[src/rtl/seq_ripple_adder_if.sv]
// ============================================================================
// Module      : seq_ripple_adder_if
// Description : Operand/result handshake bundle for seq_ripple_adder.
// Revision    : 1.0 - initial release
// ============================================================================
`default_nettype none

interface seq_ripple_adder_if #(
  parameter int WIDTH = 16
);
  logic             in_valid;
  logic             in_ready;
  logic [WIDTH-1:0] a;
  logic [WIDTH-1:0] b;
  logic             cin;
  logic             sub;
  logic             out_valid;
  logic             out_ready;
  logic [WIDTH-1:0] sum;
  logic             cout;
  logic             ovf;

  modport master (
    output in_valid, a, b, cin, sub, out_ready,
    input  in_ready, out_valid, sum, cout, ovf
  );

  modport slave (
    input  in_valid, a, b, cin, sub, out_ready,
    output in_ready, out_valid, sum, cout, ovf
  );
endinterface

`default_nettype wire

[src/rtl/seq_ripple_adder.sv]
// ============================================================================
// Module      : seq_ripple_adder
// Description : Multi-cycle add/subtract, CHUNK bits per clock through a single
//               ripple stage with a registered inter-chunk carry.
// Revision    : 1.0 - initial release
// ============================================================================
`default_nettype none

module seq_ripple_adder #(
  parameter int WIDTH = 16,
  parameter int CHUNK = 4
) (
  input  logic               clk,
  input  logic               rst,
  seq_ripple_adder_if.slave  bus
);

  localparam int NCHUNK = WIDTH / CHUNK;
  localparam int IDXW   = (NCHUNK > 1) ? $clog2(NCHUNK) : 1;
  localparam logic [IDXW-1:0] LAST_IDX = IDXW'(NCHUNK - 1);

  generate
    if ((WIDTH % CHUNK) != 0 || CHUNK < 1) begin : g_bad_chunk
      $error("seq_ripple_adder: WIDTH must be a positive multiple of CHUNK");
    end
  endgenerate

  typedef enum logic [1:0] {
    IDLE = 2'd0,
    RUN  = 2'd1,
    DONE = 2'd2
  } state_t;

  state_t             state;
  logic [IDXW-1:0]    idx_r;
  logic [WIDTH-1:0]   a_r;
  logic [WIDTH-1:0]   b_r;
  logic [WIDTH-1:0]   res_r;
  logic               carry_r;
  logic [WIDTH-1:0]   sum_r;
  logic               cout_r;
  logic               ovf_r;

  logic [CHUNK-1:0]   chunk_a;
  logic [CHUNK-1:0]   chunk_b;
  logic [CHUNK-1:0]   chunk_s;
  logic [CHUNK:0]     c;
  logic [WIDTH-1:0]   res_next;
  int                 base;

  // One CHUNK-bit ripple slice; c[CHUNK-1] is the carry into the top bit of
  // the slice, which on the last chunk is the carry into the operand MSB.
  always_comb begin
    base     = int'(idx_r) * CHUNK;
    chunk_a  = a_r[base +: CHUNK];
    chunk_b  = b_r[base +: CHUNK];
    chunk_s  = '0;
    c        = '0;
    c[0]     = carry_r;
    for (int i = 0; i < CHUNK; i++) begin
      chunk_s[i] = chunk_a[i] ^ chunk_b[i] ^ c[i];
      c[i+1]     = (chunk_a[i] & chunk_b[i]) | (c[i] & (chunk_a[i] ^ chunk_b[i]));
    end
    res_next              = res_r;
    res_next[base +: CHUNK] = chunk_s;
  end

  always_ff @(posedge clk or posedge rst) begin
    if (rst) begin
      state   <= IDLE;
      idx_r   <= '0;
      a_r     <= '0;
      b_r     <= '0;
      res_r   <= '0;
      carry_r <= 1'b0;
      sum_r   <= '0;
      cout_r  <= 1'b0;
      ovf_r   <= 1'b0;
    end else begin
      case (state)
        IDLE: begin
          if (bus.in_valid) begin
            a_r     <= bus.a;
            // Subtraction is a + ~b + ~borrow_in
            b_r     <= bus.sub ? ~bus.b : bus.b;
            carry_r <= bus.cin ^ bus.sub;
            idx_r   <= '0;
            res_r   <= '0;
            state   <= RUN;
          end
        end
        RUN: begin
          res_r   <= res_next;
          carry_r <= c[CHUNK];
          idx_r   <= idx_r + 1'b1;
          if (idx_r == LAST_IDX) begin
            sum_r  <= res_next;
            cout_r <= c[CHUNK];
            ovf_r  <= c[CHUNK] ^ c[CHUNK-1];
            state  <= DONE;
          end
        end
        DONE: begin
          if (bus.out_ready) begin
            state <= IDLE;
          end
        end
        default: state <= IDLE;
      endcase
    end
  end

  assign bus.in_ready  = (state == IDLE);
  assign bus.out_valid = (state == DONE);
  assign bus.sum       = sum_r;
  assign bus.cout      = cout_r;
  assign bus.ovf       = ovf_r;

endmodule

`default_nettype wire
[src/flat_wrapper.sv]
// flat-port wrapper written by rule: the top's interface ports become plain ports
module seq_ripple_adder_flat 
#(
  parameter int WIDTH = 16,
  parameter int CHUNK = 4
)
  (clk, rst, bus_in_valid, bus_a, bus_b, bus_cin, bus_sub, bus_out_ready, bus_in_ready, bus_out_valid, bus_sum, bus_cout, bus_ovf);
  seq_ripple_adder_if #(.WIDTH(WIDTH)) bus_i ();
  input  logic clk;
  input  logic rst;
  input wire logic [$bits(bus_i.in_valid)-1:0] bus_in_valid;
  input wire logic [$bits(bus_i.a)-1:0] bus_a;
  input wire logic [$bits(bus_i.b)-1:0] bus_b;
  input wire logic [$bits(bus_i.cin)-1:0] bus_cin;
  input wire logic [$bits(bus_i.sub)-1:0] bus_sub;
  input wire logic [$bits(bus_i.out_ready)-1:0] bus_out_ready;
  output wire logic [$bits(bus_i.in_ready)-1:0] bus_in_ready;
  output wire logic [$bits(bus_i.out_valid)-1:0] bus_out_valid;
  output wire logic [$bits(bus_i.sum)-1:0] bus_sum;
  output wire logic [$bits(bus_i.cout)-1:0] bus_cout;
  output wire logic [$bits(bus_i.ovf)-1:0] bus_ovf;
  assign bus_i.in_valid = bus_in_valid;
  assign bus_i.a = bus_a;
  assign bus_i.b = bus_b;
  assign bus_i.cin = bus_cin;
  assign bus_i.sub = bus_sub;
  assign bus_i.out_ready = bus_out_ready;
  assign bus_in_ready = bus_i.in_ready;
  assign bus_out_valid = bus_i.out_valid;
  assign bus_sum = bus_i.sum;
  assign bus_cout = bus_i.cout;
  assign bus_ovf = bus_i.ovf;
  seq_ripple_adder #(.WIDTH(WIDTH), .CHUNK(CHUNK)) u_core (.clk(clk), .rst(rst), .bus(bus_i));
endmodule
[config.mk]
export PLATFORM = sky130hd
export DESIGN_NAME = seq_ripple_adder_flat
export DESIGN_NICKNAME = d
export VERILOG_FILES = /design/src/rtl/seq_ripple_adder_if.sv /design/src/rtl/seq_ripple_adder.sv /design/src/flat_wrapper.sv
export SDC_FILE = /design/constraint.sdc
export NUM_CORES = 1
export LEC_CHECK = 0
export CORE_UTILIZATION = 53
export DETAILED_ROUTE_END_ITERATION = 10
export GPL_TIMING_DRIVEN = 1
export PLACE_DENSITY = 0.84
export SLEW_MARGIN = 10
export SYNTH_ARGS = -nofsm -noshare
export SYNTH_HDL_FRONTEND = slang
export SYNTH_SLANG_ARGS = --single-unit
export TNS_END_PERCENT = 20
[constraint.sdc]
create_clock -name clk -period 3.55 [get_ports clk]
set_input_delay 0.71 -clock clk [delete_from_list [all_inputs] [get_ports clk]]
set_output_delay 0.71 -clock clk [all_outputs]
set_load 0.1 [all_outputs]
# [Word level (Yosys, flattened, before mapping)]
# Cells that the tools add are included.
[word_totals] inputBits=38 out_inout_bits=20 ff_bits=71
[classes] mux=12 bitwise_logic=23 n_shift=4 reduce_logical=6 eq_ne=6 n_addsub=2
[op_table] operator="$neg 4->33" count=1
[op_table] operator="$shift 4x33->16 const A" count=1
[op_table] operator="$shiftx 4x33->16" count=1
[op_table] operator="$mux 16" count=2
[op_table] operator="$pmux 16 s2" count=1
[op_table] operator="$shiftx 16x5->4" count=2
[op_table] operator="$bwmux 16" count=1
[op_table] operator="$not 16->16" count=1
[op_table] operator="$xor 1x1->1" count=10
[op_table] operator="$and 1x1->1" count=8
[op_table] operator="$mux 2" count=4
[op_table] operator="$pmux 2 s3" count=1
[op_table] operator="$reduce_and 2->1" count=3
[op_table] operator="$eq 2x2->1 const B" count=2
[op_table] operator="$ne 2x2->1 const B" count=2
[op_table] operator="$or 1x1->1" count=4
[op_table] operator="$pmux 2 s2" count=1
[op_table] operator="$reduce_and 3->1" count=1
[op_table] operator="$add 2x1->2 const B" count=1
[op_table] operator="$eq 2x1->1 const B" count=1
[op_table] operator="$logic_not 2->1" count=1
[op_table] operator="$ne 2x1->1 const B" count=1
[op_table] operator="$pmux 1 s2" count=1
[op_table] operator="$reduce_bool 2->1" count=1
[op_table] operator="$mux 1" count=1

# [Logic depth before layout (Yosys ltp)]
# Gate-level depths: netlist (run 1).
[depth] depth_word=12 mapped_depth=14 ltp_nobuf=12

# [Least setup slack after synthesis (run 1)]
# Ideal clock, no wire load.
[synth_timing] path_kind="register to register" from="register u_core.idx_r[0]" to="register u_core.sum_r[11] (netlist: u_core.bus.sum[11])" arrival_time_ns=2.995 stages_incl_launch_ff=15 path_buffers=3 path_slack_ns=0.477 path_cell_list="dfrtp_1 > buf_4 > buf_6 > mux4_2 > inv_1 > fa_1 > inv_1 > fa_1 > inv_1 > fa_1 > inv_1 > fa_1 > clkbuf_1 > a21oi_1 > a21oi_1"
[synth_via] elab_chain_cells=11 word_cells_on_any_way=25 cone_classes="add/sub: 1; eq/ne: 1; shift: 4; mux: 1; bitwise: 17; reduce/logical: 1"
[synth_lines] element="start: declaration" line_no="seq_ripple_adder.sv:35" rtl="logic [IDXW-1:0] idx_r;"
[synth_lines] element="start signal: assignment" line_no="seq_ripple_adder.sv:95" rtl="idx_r <= idx_r + 1'b1;"
[synth_lines] element="$shiftx 16x5->4 (on tied branches)" line_no="seq_ripple_adder.sv:55, seq_ripple_adder.sv:56"
[synth_lines] element="$xor 1x1->1" line_no="seq_ripple_adder.sv:61, seq_ripple_adder.sv:62"
[synth_lines] element="$and 1x1->1" line_no="seq_ripple_adder.sv:62" rtl="c[i+1] = (chunk_a[i] & chunk_b[i]) | (c[i] & (chunk_a[i] ^ chunk_b[i]));"
[synth_lines] element="$or 1x1->1" line_no="seq_ripple_adder.sv:62"
[synth_lines] element="$and 1x1->1" line_no="seq_ripple_adder.sv:62"
[synth_lines] element="$or 1x1->1" line_no="seq_ripple_adder.sv:62"
[synth_lines] element="$and 1x1->1" line_no="seq_ripple_adder.sv:62"
[synth_lines] element="$or 1x1->1" line_no="seq_ripple_adder.sv:62"
[synth_lines] element="$xor 1x1->1" line_no="seq_ripple_adder.sv:61" rtl="chunk_s[i] = chunk_a[i] ^ chunk_b[i] ^ c[i];"
[synth_lines] element="$shiftx 4x33->16" line_no="seq_ripple_adder.sv:65" rtl="res_next[base +: CHUNK] = chunk_s;"
[synth_lines] element="$bwmux 16" line_no="seq_ripple_adder.sv:65"
[synth_lines] element="end signal: assignment" line_no="seq_ripple_adder.sv:97" rtl="sum_r <= res_next;"
[synth_lines] element="end: declaration" line_no="seq_ripple_adder.sv:40" rtl="logic [WIDTH-1:0] sum_r;"
# Several ways; a longest one is shown, not always the timed one.
# A chain may end at the register's enable or synchronous reset.

# [Worst setup path after layout (run 1)]
[layout_timing] from="register u_core.idx_r[0]" to="register u_core.sum_r[3] (netlist: u_core.bus.sum[3])"
# Same word-level chain as after synthesis.

==> impl_metrics.csv, run 1 <==
group,metric,value,unit
status,status,"completed",
route,routed_wl,7040,µm
placement,place.gp.congestion,0.814,
worst_setup_path,cp_cell_sequence,"mux4_2 -> inv_1 -> fa_1 -> inv_1 -> fa_1 -> inv_1 -> fa_1 -> inv_1 -> fa_1 -> a21oi_1 -> a21oi_1",
route,drc,0,
cts,clock_path_buffers,2,
die,rows,29,
cts,worst_skew_pair.late_latency,0.35,ns
layout,fin_cells,435,
synth,ys_warn_count,0,
sta,fmax,305,MHz
grt,grt_pass1_wl,11900,µm
hold_path,hold-path-endpoint,"u_core.res_r[5]",
route,ant_nets,0,
sta,holdWs,0.486,ns
sta,setup_viol,0,
synth,synth_nets,349,
placement,place_inst,420,
hold_path,min_path_cells,1,
worst_setup_path,cpPeakStageDelay,0.68,ns
flow_run,drv_cap,0,
synth,yosysTopAreaCell,"dfrtp_1",
synth,seq_area_frac_synth,51.2,%
synth,synth_enable_flop_cells,0,
cts,post_cts_resized,0,
synth,synth_top_cells_by_count,"71 x dfrtp_1, 34 x nor2_1, 33 x a21oi_1",
die,dieArea,0.00688,mm²
worst_setup_path,end_kind,"flop",
grt,grt_util_all_layers,22.3,%
sta,report.final.slew_viol_count,0,
route,via_per_inst,5.59,
route,routedWlPerCell,16.2,µm
grt,grt_pass1_vias,2412,
worst_setup_path,reg2reg_to,"u_core.bus.sum[3]",
layout,final_nets,402,
placement,hpwl,4930,µm
hold_path,worstHoldPathType,"reg2reg",
cts,cts_buffers,9,
worst_setup_path,worstSetupPathType,"reg2reg",
synth,synth_most_common_cell,"dfrtp_1",
synth,synth_top_area_share,51.2,%
sta,tightestPinTransition,0.974,ns
cts,htreeDepth,3,
sta,fin_crit,3.28,ns
die,start_util,54.7,%
cts,cts.sinks,71,
cts,tritoncts,"done",
worst_setup_path,required,3.82,ns
worst_setup_path,arrival,3.55,ns
sta,fin_setup_tns,0,ns
synth,syn_inst,301,
route,drt_first_pass_iters,4,
synth,syn_area,0.00347,mm²
synth,synthArstFlopShare,100,%
layout,drive_gt1_share,14.5,%
cts,cts_setup_buffers,0,
route,vias,2430,
cts,worst_setup_hold_path_clk_slew,0.08,ns
synth,synth.avg_cell_area,11.5,µm²
synth,ys.flop_type,"dfrtp_1",
die,fp.dieH,82.9,µm
grt,grt_max_degree,48,
die,die_width,82.9,µm
sta,rsz0062_at_grt,"false",
worst_setup_path,startpoint_type,"flop",
sta,hold_viol,0,
synth,synthTopCellsByArea,"dfrtp_1 51%, mux2_2 5.8%, mux4_2 5.2%",
worst_setup_path,ff2ff_setup_slack,0.27,ns
sta,clock_skew,0.0106,ns
cts,root_buffer,"clkbuf_8",
die,pin_count,58,
worst_setup_path,critPathSlowestCell,"fa_1",
layout,syn_to_final_growth,24.0,%
sta,min_period_over_period,92.3,%
cts,cts-hold-fix-buffers,0,
worst_setup_path,cp_max_fo,8,
die,core,0.00635,mm²
worst_setup_path,timing.rr.start,"u_core.idx_r[0]",
worst_setup_path,reg2reg_depth,11,
synth,ys_ff_latch,71,
synth,synth.distinct_cells,33,
route,first_iter_violations,123,
layout,antenna_cells,0,
hold_path,min_from,"u_core.res_r[5]",
layout,final_core_util,67.8,%
grt,antenna_found_initial,0,
sta,relSlewSlack,34.9,%
placement,portBuffers,57,
grt,gr-total-overflow,0,
==> metrics by stage <==
stage          cell area (µm²)  setup slack (ns)
2_1_floorplan             3470             0.477
3_3_place_gp              4110             0.420
3_5_place_dp              4110             0.304
4_1_cts                   4300             0.242
5_1_grt                   4300             0.107
6_report                  4300             0.272
==> critical path: cells and delay by family, from the launching register on <==
| kind | cells | cell delay [ns] |
|---|---|---|
| flops | 1 | 0.62 |
| fa+ha+maj | 4 | 1.42 |
| buf+inv | 4 | 0.29 |
| compound gates | 2 | 0.31 |
| mux | 1 | 0.56 |
==> routing by layer <==
metal | global-route usage, % | routed length [µm] | vias up
li1 | - | - | 1146
met2 | 37.1 | 3620 | 88
met1 | 28.8 | 2940 | 1186
met5 | 0 | 0 | -
met3 | 4.37 | 364 | 10
met4 | 8.78 | 109 | 0
==> kinds of logic (layout without fill, tap and decap cells) <==
logic type / count (synthesis) / in the layout / synth area share, %
xor+xnor: 18 / 18 / 4.54
compound gates: 68 / 68 / 13.1
flops: 71 / 71 / 51.2
simple gates: 71 / 71 / 10.7
fa+ha+maj: 10 / 10 / 4.47
buf+inv: 37 / 94 / 4.94
mux: 26 / 26 / 11.0
==> sequential cells by signal, summed over array words and instances (netlist names) <==
signal,cells
u_core.bus.cout,1
u_core.a_r,16
u_core.carry_r,1
u_core.bus.ovf,1
u_core.res_r,16
u_core.bus.sum,16
u_core.state,2
u_core.idx_r,2
u_core.b_r,16
==> layout by cell type (no fill, tap or decap), types with 4 or more instances in the layout <==
master,netlist,final
mux4_2,8,8
mux2_2,18,18
a21o_1,5,5
inv_1,14,13
clkdlybuf4s50_1,0,55
nor2_1,34,34
fa_1,4,4
dfrtp_1,71,71
xnor2_1,17,17
a21oi_1,33,33
clkbuf_8,0,11
nand2_1,6,6
nand2b_1,14,14
a22o_1,9,9
buf_4,1,8
a31oi_1,6,6
nor2b_1,10,10
a32o_1,8,8
ha_1,6,6
==> cell type report <==
class	instances	area, µm²
Sequential cell	71	1780
Fill cell	475	2050
Clock buffer	12	155
Inverter	14	52.6
Timing Repair Buffer	65	651
Tap cell	77	96.3
Clock inverter	3	42.5
Multi-Input combinational cell	193	1530
==> worst max path at each step <==
stage / to / slack [ns] / cells past startpoint / from
floorplan: u_core.bus.sum[11] / 0.48 / 14 / u_core.idx_r[0]
detailed placement: u_core.bus.sum[11] / 0.30 / 11 / u_core.idx_r[0]
global route: u_core.bus.sum[3] / 0.11 / 11 / u_core.idx_r[0]
CTS: u_core.bus.sum[3] / 0.24 / 11 / u_core.idx_r[0]
global placement: u_core.bus.sum[3] / 0.42 / 11 / u_core.idx_r[0]
finish: u_core.bus.sum[3] / 0.27 / 11 / u_core.idx_r[0]
Power of run 1 is left out: the tool's default activity adds up to more than one toggle a clock period on the data nets, which glitch-free logic cannot reach.
==> run 2, diff against run 1 <==
Settings changed: ABC_CLOCK_PERIOD_IN_PS set to 3550.
==> results of run 2 <==
The final DEF is identical to that of run 1; final timing and power are the same.
Power of run 2 is left out for the same reason.
